`src/rtl/serial_subtractor8.sv`:
```
// Bit-serial WIDTH-bit subtractor: diff = a - b - bin, LSB first, one bit per clock.
// start/busy/done handshake; diff/bout are registered and held until the next completion.
module serial_subtractor8 #(
  parameter int WIDTH = 8,
  parameter int CW    = 4
) (
  input  logic             clk,
  input  logic             rst,
  input  logic             start,
  input  logic [WIDTH-1:0] a,
  input  logic [WIDTH-1:0] b,
  input  logic             bin,
  output logic             busy,
  output logic             done,
  output logic [WIDTH-1:0] diff,
  output logic             bout
);

  typedef enum logic [1:0] {IDLE, RUN, DONE} state_t;

  state_t           state, state_n;
  logic [WIDTH-1:0] a_sh, b_sh, res_sh;
  logic             brw;
  logic [CW-1:0]    cnt;

  logic d, brw_n, last;

  always_comb begin
    d     = a_sh[0] ^ b_sh[0] ^ brw;
    brw_n = (~a_sh[0] & b_sh[0]) | (~a_sh[0] & brw) | (b_sh[0] & brw);
    last  = (cnt == CW'(WIDTH - 1));
  end

  always_comb begin
    state_n = state;
    case (state)
      IDLE:    if (start) state_n = RUN;
      RUN:     if (last)  state_n = DONE;
      DONE:    state_n = start ? RUN : IDLE;
      default: state_n = IDLE;
    endcase
  end

  // busy/done are registered from the next state so the outputs come straight off flops.
  always_ff @(posedge clk) begin
    if (rst) begin
      state <= IDLE;
      busy  <= 1'b0;
      done  <= 1'b0;
    end else begin
      state <= state_n;
      busy  <= (state_n == RUN);
      done  <= (state_n == DONE);
    end
  end

  always_ff @(posedge clk) begin
    if (rst) begin
      a_sh   <= '0;
      b_sh   <= '0;
      res_sh <= '0;
      brw    <= 1'b0;
      cnt    <= '0;
      diff   <= '0;
      bout   <= 1'b0;
    end else begin
      case (state)
        IDLE, DONE: begin
          if (start) begin
            a_sh   <= a;
            b_sh   <= b;
            brw    <= bin;
            cnt    <= '0;
            res_sh <= '0;
          end
        end
        RUN: begin
          a_sh   <= {1'b0, a_sh[WIDTH-1:1]};
          b_sh   <= {1'b0, b_sh[WIDTH-1:1]};
          res_sh <= {d, res_sh[WIDTH-1:1]};
          brw    <= brw_n;
          cnt    <= cnt + 1'b1;
          if (last) begin
            diff <= {d, res_sh[WIDTH-1:1]};
            bout <= brw_n;
          end
        end
        default: ;
      endcase
    end
  end

endmodule

```
`config.mk`:
```
export PLATFORM = sky130hd
export DESIGN_NAME = serial_subtractor8
export DESIGN_NICKNAME = d
export VERILOG_FILES = /design/src/rtl/serial_subtractor8.sv
export SDC_FILE = /design/constraint.sdc
export NUM_CORES = 1
export LEC_CHECK = 0
export CORE_ASPECT_RATIO = 0.7
export CORE_MARGIN = 8
export CORE_UTILIZATION = 49
export DETAILED_ROUTE_END_ITERATION = 10
export DONT_BUFFER_PORTS = 1
export GPL_TIMING_DRIVEN = 0
export HOLD_SLACK_MARGIN = 0.1
export PLACE_DENSITY = 0.66
export SYNTH_ARGS = -nofsm -noshare
export SYNTH_HDL_FRONTEND = slang
export SYNTH_SLANG_ARGS = --single-unit
```
`constraint.sdc`:
```
create_clock -name clk -period 1.09 [get_ports clk]
set_input_delay 0.109 -clock clk [delete_from_list [all_inputs] [get_ports clk]]
set_output_delay 0.109 -clock clk [all_outputs]
set_load 0.005 [all_outputs]
```
==> Yosys cells after proc, flatten, opt, wreduce, memory -nomap -nowiden <==
Cells that the tools add are included.
{ "word_totals": {"out_inout_bits": 11, "reg_bits": 42, "input_bits": 20, "word_cells": 44} }
{ "op_classes": {"muxes": 14, "n_bitwise": 8, "reduce_logical": 5, "n_addsub": 1, "n_eq_ne": 6} }
{ "ops": {"columns": ["cell", "n"], "rows": [
  ["case mux 8 bit (2 select lines)", 3],
  ["two-way mux 8 bit", 3],
  ["case mux 4 bit (2 select lines)", 1],
  ["case mux 2 bit (3 select lines)", 1],
  ["adder 4 x 1 -> 4 bit (second input constant)", 1],
  ["equality test 2 x 1 -> 1 bit (second input constant)", 2],
  ["equality test 2 bit (second input constant)", 2],
  ["equality test 4 x 3 -> 1 bit (second input constant)", 1],
  ["two-way mux 2 bit", 2],
  ["two-way mux 4 bit", 1],
  ["AND reduction 2 bit", 2],
  ["bitwise AND 1 bit", 3],
  ["zero test 2 bit", 1],
  ["two-way mux 1 bit", 2],
  ["!= test 2 bit (second input constant)", 1],
  ["OR 1 bit", 2],
  ["case mux 1 bit (2 select lines)", 1],
  ["nonzero test 2 bit", 1],
  ["OR reduction 2 bit", 1],
  ["XOR 1 bit", 2],
  ["NOT 1 bit", 1]
]} }

==> Logic depth before layout (Yosys ltp) <==
Gate-level depths: netlist of the first run.
{ "depth": {"word_depth": 5, "depth_mapped": 5, "ltp_nobuf": 4} }

==> Least setup slack after synthesis of the first run <==
No wires, ideal clock.
{ "synth_timing": {"path_kind": "reg2reg", "from": "register cnt[0]", "to": "register bout", "path_stages_with_launch": 6, "path_buffers": 1, "setup_ns": 0.091, "synth_period_minus_slack_ns": 1.170, "t_required_ns": 0.999, "t_arrival_ns": 1.079, "slack_ns": -0.080, "cell_sequence": "dfxtp_1 -> ha_1 -> and3b_1 -> buf_4 -> a21oi_1 -> a311oi_1"} }
{ "synth_via": {"elab_chain_cells": 2} }
{ "synth_rtl": {"columns": ["item", "line_no", "rtl"], "rows": [
  ["start, declared", "24", "logic [CW-1:0] cnt;"],
  ["start signal, assigned", "82", "cnt <= cnt + 1'b1;"],
  ["equality test 4 x 3 -> 1 bit", "31", "last = (cnt == CW'(WIDTH - 1));"],
  ["AND reduction 2 bit (no source line)", null, null],
  ["end signal, assigned", "85", "bout <= brw_n;"],
  ["end, declared", "16", "output logic bout"]
]} }
No other way between the ends.
A chain may end at the register's enable or synchronous reset.

==> Final worst setup path of the first run <==
{ "layout_timing": {"from": "register cnt[0]", "to": "register diff[4]"} }
{ "layout_via": {"elab_chain_cells": 2} }
{ "layout_rtl": {"columns": ["item", "line_no", "rtl"], "rows": [
  ["equality test 4 x 3 -> 1 bit", "31", null],
  ["AND reduction 2 bit (no source line)", null, null],
  ["end signal, assigned", "84", "diff <= {d, res_sh[WIDTH-1:1]};"],
  ["end, declared", "15", "output logic [WIDTH-1:0] diff,"]
]} }
No other way between the ends.

==> results of run 1 <==
## final timing paths
kind,startpoint,endpoint,slack (ns)
worst max-delay path,cnt[0],diff[4],-0.18
worst min-delay path,start,cnt[1],0.1
worst max register to register,cnt[0],diff[4],-0.18
worst min register to register,b_sh[4],b_sh[4],0.48
## placed cells by master, fill, tap and decap left out, types with 2 or more instances in the layout
cell type / count
sky130_fd_sc_hd__buf_16: 2
sky130_fd_sc_hd__a22oi_2: 14
sky130_fd_sc_hd__clkbuf_8: 5
sky130_fd_sc_hd__nor2_1: 3
sky130_fd_sc_hd__clkbuf_16: 2
sky130_fd_sc_hd__buf_4: 9
sky130_fd_sc_hd__nand3_2: 13
sky130_fd_sc_hd__o21ai_2: 2
sky130_fd_sc_hd__a21oi_1: 19
sky130_fd_sc_hd__buf_12: 3
sky130_fd_sc_hd__bufinv_16: 2
sky130_fd_sc_hd__inv_1: 2
sky130_fd_sc_hd__a21oi_2: 17
sky130_fd_sc_hd__nand2b_4: 2
sky130_fd_sc_hd__dfxtp_2: 5
sky130_fd_sc_hd__nand2_2: 3
sky130_fd_sc_hd__nand2_1: 4
sky130_fd_sc_hd__buf_8: 7
sky130_fd_sc_hd__dlygate4sd3_1: 17
sky130_fd_sc_hd__dfxtp_4: 2
sky130_fd_sc_hd__nand3_4: 2
sky130_fd_sc_hd__clkbuf_1: 5
sky130_fd_sc_hd__dfxtp_1: 34
sky130_fd_sc_hd__nand3_1: 19
sky130_fd_sc_hd__o21ai_1: 4
sky130_fd_sc_hd__buf_6: 13
sky130_fd_sc_hd__nor3_1: 2
sky130_fd_sc_hd__nand2_4: 3
## repair_timing
item,in CTS,in global routing
gates resized for setup,83,42
buffers inserted,12,3
pin swaps,23,21
hold buffers,17,0
setup endpoints to repair,41,41
hold endpoints to repair,17,0
gates cloned,7,2
## tightest hold or removal path: stages
cell,delay [ns]
sky130_fd_sc_hd__nand2b_4,0.10
sky130_fd_sc_hd__nand3_1,0.11
sky130_fd_sc_hd__a21oi_1,0.06
## per-stage QoR
| stage | total power [mW] | instance area (µm²) | setup TNS (ns) | setup slack [ns] |
|---|---|---|---|---|
| 3_5_place_dp | 1.94 | 1730 | -4.16 | -0.235 |
| 2_1_floorplan | 1.87 | 1690 | -0.00922 | -0.00758 |
| 5_1_grt | 3.93 | 2770 | -6.39 | -0.235 |
| 3_3_place_gp | 1.93 | 1730 | -3.08 | -0.203 |
| 4_1_cts | 3.66 | 2540 | -3.04 | -0.137 |
| 6_report | 3.86 | 2770 | -5.02 | -0.178 |
## kinds of logic after synthesis
group,synth area share (%)
AO/OA/AOI/OAI,21.3
adder cells (fa/ha/maj),1.95
buffers and inverters,8.48
flip-flops,49.2
multiplexers,1.58
AND/OR/NAND/NOR,17.5
## state kept, by name (all words and copies together), names as in the netlist, 2 cells and up
signal,flops
cnt,4
res_sh,7
b_sh,8
a_sh,8
state,2
diff,8
## final cells by class
class / count / area, µm² / share of cell area (%)
plain buffers: 19 / 221 / 7.98
clock buffers: 5 / 68.8 / 2.48
clock inverters: 3 / 65.1 / 2.35
well taps: 38 / 47.5 / 1.71
flip-flops and latches: 41 / 835 / 30.1
repair buffers: 41 / 489 / 17.6
multi-input cells: 124 / 1040 / 37.5
inverters: 2 / 7.51 / 0.271
## power by group
group	internal (mW)	switching, mW	total, mW
combinational	0.394	0.368	0.762
sequential	1.56	0.0503	1.61
clock	0.910	0.585	1.50
total	2.86	1.00	3.86
## routing by layer
layer	part of all wire [%]	track usage, %	up-vias	wire, µm
li1	-	-	766	-
met1	38	22.3	859	2500
met2	48	31.7	126	3160
met3	9.9	5.66	23	645
met4	3.4	10.4	0	223
met5	0	0	-	0
==> run summary, run 1 <==
## Logic synthesis
* gate count after technology mapping: 187
* number of synthesized flops with an enable pin: 0
* ranking of synthesized cells by area: sky130_fd_sc_hd__dfxtp_1 (49%), sky130_fd_sc_hd__a21oi_1 (11%), sky130_fd_sc_hd__nand3_1 (10%), sky130_fd_sc_hd__a22oi_1 (6.3%), sky130_fd_sc_hd__buf_4 (4.1%)
* most frequent cells after synthesis: sky130_fd_sc_hd__dfxtp_1 (41), sky130_fd_sc_hd__a21oi_1 (37), sky130_fd_sc_hd__nand3_1 (34)
* most frequently used flop master after synthesis: sky130_fd_sc_hd__dfxtp_1
* cell type with the highest aggregate area in the netlist: sky130_fd_sc_hd__dfxtp_1
* post-synth cell types: 28
* post-synthesis area per instance: 8.92 µm²
* synthesized netlist net count: 209
* most common cell in the synthesized netlist: sky130_fd_sc_hd__dfxtp_1
* share of the synthesized area in the top cell type: 49.2%
* mapped cell area: 1670 µm²
* proportion of synthesized chip area in sequential cells: 49.2%
* Yosys reg bits: 41
* number of warnings printed during yosys synthesis: 0
* Post-synth ARST share: 0%

## Final layout
* Area Overhead vs Synth: 66.3%
* proportion of layout cells with a drive suffix above 1: 49.8%
* filler-free cell count of the finished design: 273
* Final Util: 86.9%
* fillers: 149
* layout net count: 256
* Diodes inserted: 0

## Timing
* maximum operating frequency: 0.789 GHz
* actual slew at the worst max-slew pin: 0.660 ns
* clock skew after layout: 0.0151 ns
* number of hold-slack violations in the final timing report: 0
* RSZ-0062 raised after global routing: true
* final count of pins violating max slew: 0
* Worst Slack Setup Final: -0.178 ns
* final critical-path required period: 1.27 ns
* max-slew headroom at the worst pin: 56.0%
* Hold Worst Slack: 0.0968 ns
* fraction of the cycle the final worst path needs: 116%
* setup violation total in the final timing report: 41

## Power and ir drop
* Peak VDD IR: 1.02 mV
* ratio of total power to cell area: 1390 nW/µm²
* leakage power: 0.991 nW

## Critical path
* number of stages on the worst setup path: 5
* Register-to-Register Path Depth: 5
* worst-path fanout max: 10
* biggest cell delay along the critical path: 0.38 ns
* Cell Chain, Critical Path: ha_4 > nand3b_1 > buf_8 > o21ai_0 > a21oi_1
* CP Class: reg2reg
* Crit path arrival time: 1.44 ns
* Top Family by Delay on Critical Path: flip-flops
* CP Data Required Time: 1.26 ns
* master of the slowest instance on the critical path: sky130_fd_sc_hd__dfxtp_4
* number of buffer and inverter instances along the worst setup path: 1
* type of element launching the critical path: flop
* element type at the critical path end: flop

## Floorplanning
* row count: 17
* floorplan die height: 64.8 µm
* Die W: 85.7 µm
* IO Pins: 31
* Std-Cell Core Area: 3190 µm²
* Initial Utilization: 52.3%
* area of the die: 5560 µm²

## Placement
* Inst Count DP: 225
* Port Buffer Count: 0
* half-perimeter wire length after placement: 2.76 mm
* final RePlAce weighted congestion: 0.789

## Run
* Max-Cap Viols: 0

## Drt
* number of iterations in the first detailed-routing pass: 5
* initial drt markers: 157
* via count: 1774
* total length of routed wires: 6.53 mm
* number of design rule violations left after detail routing: 0
* per-cell routed wire length: 23.9 µm
* post-route ant nets: 0
* detailed-route vias per instance: 6.50

## GRT
* initial antenna violation count: 0
* vias in the first global route: 1640
* wire length of the first global-routing pass: 8.34 mm
* maximum number of pins on one net before global-route repair: 14
* global-route usage over all layers: 19.3%
* Congestion Overflow GR: 0

## Clock tree
* clk sink count: 41
* clock buffer depth: 2
* Clock Latency Late Sink: 0.31 ns
* CTS root buffer: sky130_fd_sc_hd__clkbuf_8
* CTS Buf Count: 5
* number of H-tree levels: 2
* clock tree from TritonCTS: done
* CTS clk-pin slew, worst paths: 0.09 ns

## Hold path
* number of cells on the worst hold path: 3
* class of the worst hold path: in2reg

## Run status
* failing checks: setup timing
* run status: finished with violations

Power figures use the tool's default switching activity.
==> run 2: changes to the inputs <==
--- a/constraint.sdc
+++ b/constraint.sdc
@@ -3,2 +3,2 @@
 set_output_delay 0.109 -clock clk [all_outputs]
-set_load 0.005 [all_outputs]
+set_load 0.05 [all_outputs]
==> run 2 against run 1 <==
  * The flow still finishes with violations (setup timing)
  * Hold slack improved by 0.083 ns
  * Wire length decreased by 14%
  * Setup slack got worse by 0.027 ns
  * Sequential share of layout area increased by 2.6 points
  * Total power decreased by 14%
  * Final area decreased by 6.9%
  * Fmax decreased by 2.1%
  * Clock power decreased by 33%
  * Global-route usage increased by 0.44 points
  * Non-clock buffer count decreased by 4
  * Utilization decreased by 6.0 points
  * Via count decreased by 3.0%
  * Highest routed layer unchanged
==> run summary, run 2 (same netlist as run 1, synthesis figures left out) <==
## Critical path
* Crit path arrival time: 1.53 ns, +0.09 ns
* startpoint of the lowest-slack register-to-register path: cnt[1]
* master of the slowest instance on the critical path: sky130_fd_sc_hd__dfxtp_4
* most frequent cell on the critical path: sky130_fd_sc_hd__buf_6
* biggest cell delay along the critical path: 0.39 ns, about the same
* type of element launching the critical path: flop
* R2R Setup Slk: -0.21 ns, -0.03 ns
* CP Class: reg2reg
* element type at the critical path end: flop
* worst-path fanout max: 5, -5
* start point of the critical path: cnt[1]
* Top Family by Delay on Critical Path: flip-flops
* number of buffer and inverter instances along the worst setup path: 2, +1
* Cell Chain, Critical Path: ha_4 > and3b_2 > buf_6 > buf_6 > nand3_2 > a21oi_2
* CP Data Required Time: 1.32 ns, +0.06 ns

## Floorplanning
* Die W: 85.7 µm, unchanged
* Std-Cell Core Area: 3190 µm², unchanged
* Initial Utilization: 52.3%, unchanged
* IO Pins: 31, unchanged
* area of the die: 5560 µm², unchanged
* floorplan die height: 64.8 µm, unchanged
* row count: 17, unchanged

## Clock tree
* Clock Latency Late Sink: 0.30 ns, about the same
* clock tree from TritonCTS: done
* CTS Buf Count: 5, unchanged
* clk sink count: 41, unchanged
* CTS root buffer: sky130_fd_sc_hd__clkbuf_8
* CTS clk-pin slew, worst paths: 0.08 ns, about the same
* number of H-tree levels: 2, unchanged
* clock buffer depth: 2, unchanged

## Timing
* final count of pins violating max slew: 0, unchanged
* setup violation total in the final timing report: 39, -4.9%
* final critical-path required period: 1.30 ns, +0.0271 ns
* RSZ-0062 raised after global routing: true
* Worst Slack Setup Final: -0.205 ns, -0.0271 ns
* fraction of the cycle the final worst path needs: 119%, +2.5 points
* max-slew headroom at the worst pin: 55.8%, -0.17 points
* number of hold-slack violations in the final timing report: 0, unchanged
* maximum operating frequency: 0.772 GHz, -2.1%
* actual slew at the worst max-slew pin: 0.662 ns, +0.00257 ns
* clock skew after layout: 0.00363 ns, -0.0115 ns

## GRT
* global-route usage over all layers: 19.7%, +0.44 points
* vias in the first global route: 1624, -0.98%
* Congestion Overflow GR: 0, unchanged
* met3 usage: 6.42%, +0.75 points
* busiest layer in global routing: met2
* wire length of the first global-routing pass: 8.38 mm, +0.49%
* met1 layer usage reported by global route: 22.9%, +0.62 points
* initial antenna violation count: 0, unchanged
* met2 track utilization from global routing: 32.1%, +0.39 points
* maximum number of pins on one net before global-route repair: 13, -1

## Run
* Max-Cap Viols: 0, unchanged

## Final layout
* layout net count: 252, -1.6%
* fillers: 178, +19%
* commonest cells after routing, fill and taps aside: sky130_fd_sc_hd__a21oi_1 (27), sky130_fd_sc_hd__dfxtp_1 (27), sky130_fd_sc_hd__nand3_1 (24)
* Diodes inserted: 0, unchanged
* proportion of layout cells with a drive suffix above 1: 45.5%, -4.3 points
* largest registers ranked by flip-flop count: a_sh (8), b_sh (8), diff (8)
* Area Overhead vs Synth: 54.9%
* Final Util: 81.0%, -6.0 points
* final standard cell area without fillers: 2580 µm², -6.9%

## Placement
* half-perimeter wire length after placement: 2.79 mm, +1.1%
* final RePlAce weighted congestion: 0.770, -2.4%
* Port Buffer Count: 0, unchanged
* standard cell area after detailed placement: 1730 µm², -0.51%

## Power and ir drop
* ratio of total power to cell area: 1280 nW/µm², -7.9%
* leakage power: 0.909 nW, -8.3%
* Peak VDD IR: 0.956 mV, -6.1%

## Drt
* total length of routed wires: 5.60 mm, -14%
* initial drt markers: 220, +40%
* per-cell routed wire length: 20.8 µm, -13%
* number of iterations in the first detailed-routing pass: 5, unchanged
* number of design rule violations left after detail routing: 0, unchanged
* detailed-route vias per instance: 6.39, -1.6%
* via count: 1720, -3.0%
* post-route ant nets: 0, unchanged

## Hold path
* class of the worst hold path: in2reg
* beginning of the worst hold path: start

## Run status
* failing checks: setup timing
* run status: finished with violations

run 2: path summary, 6_finish.rpt:
check | cells past startpoint | endpoint
worst max register to register | 6 | diff[6]
worst min-delay path | 3 | cnt[2]
worst max-delay path | 6 | diff[6]
worst min register to register | 2 | b_sh[0]
run 2: layer usage:
layer / vias to the layer above / share of wire [%]
met2: 97 / 49
met5: - / 0
li1: 760 / -
met1: 851 / 40
met4: 0 / 2.2
met3: 12 / 8.6
run 2: worst reg2reg max path, cell delays in order, from the launching register on:
cell	delay, ns
sky130_fd_sc_hd__dfxtp_4	0.39
sky130_fd_sc_hd__ha_4	0.15
sky130_fd_sc_hd__and3b_2	0.23
sky130_fd_sc_hd__buf_6	0.14
sky130_fd_sc_hd__buf_6	0.10
sky130_fd_sc_hd__nand3_2	0.08
sky130_fd_sc_hd__a21oi_2	0.14
run 2: cell type report:
| type | count | area, µm² | share of cell area (%) |
|---|---|---|---|
| plain buffers | 20 | 223 | 8.62 |
| clock buffers | 6 | 72.6 | 2.81 |
| clock inverters | 2 | 10.0 | 0.387 |
| inverters | 2 | 7.51 | 0.291 |
| multi-input cells | 124 | 933 | 36.1 |
| flip-flops and latches | 41 | 843 | 32.6 |
| well taps | 38 | 47.5 | 1.84 |
| repair buffers | 36 | 447 | 17.3 |
run 2: report_power, final:
part / internal (mW) / switching (mW)
logic: 0.383 / 0.323
registers: 1.55 / 0.0562
clock network: 0.444 / 0.555
run 2: through the flow:
stage	TNS [ns]	setup WS [ns]	total power, mW	hold WS [ns]	instances
3_3_place_gp	-2.48	-0.138	1.94	0.250	225
5_1_grt	-6.26	-0.231	3.43	0.181	269
6_report	-4.78	-0.205	3.32	0.180	269
4_1_cts	-2.80	-0.139	3.26	0.166	268
3_5_place_dp	-3.49	-0.163	1.95	0.259	225
2_1_floorplan	-0.0338	-0.0246	1.88	0.245	187
run 2: timing repair:
action,CTS,global route
gates cloned,7,1
hold endpoints to repair,17,0
gates resized for setup,70,33
hold buffers,17,0
pin swaps,14,10
setup endpoints to repair,41,48
setup buffers,11,1
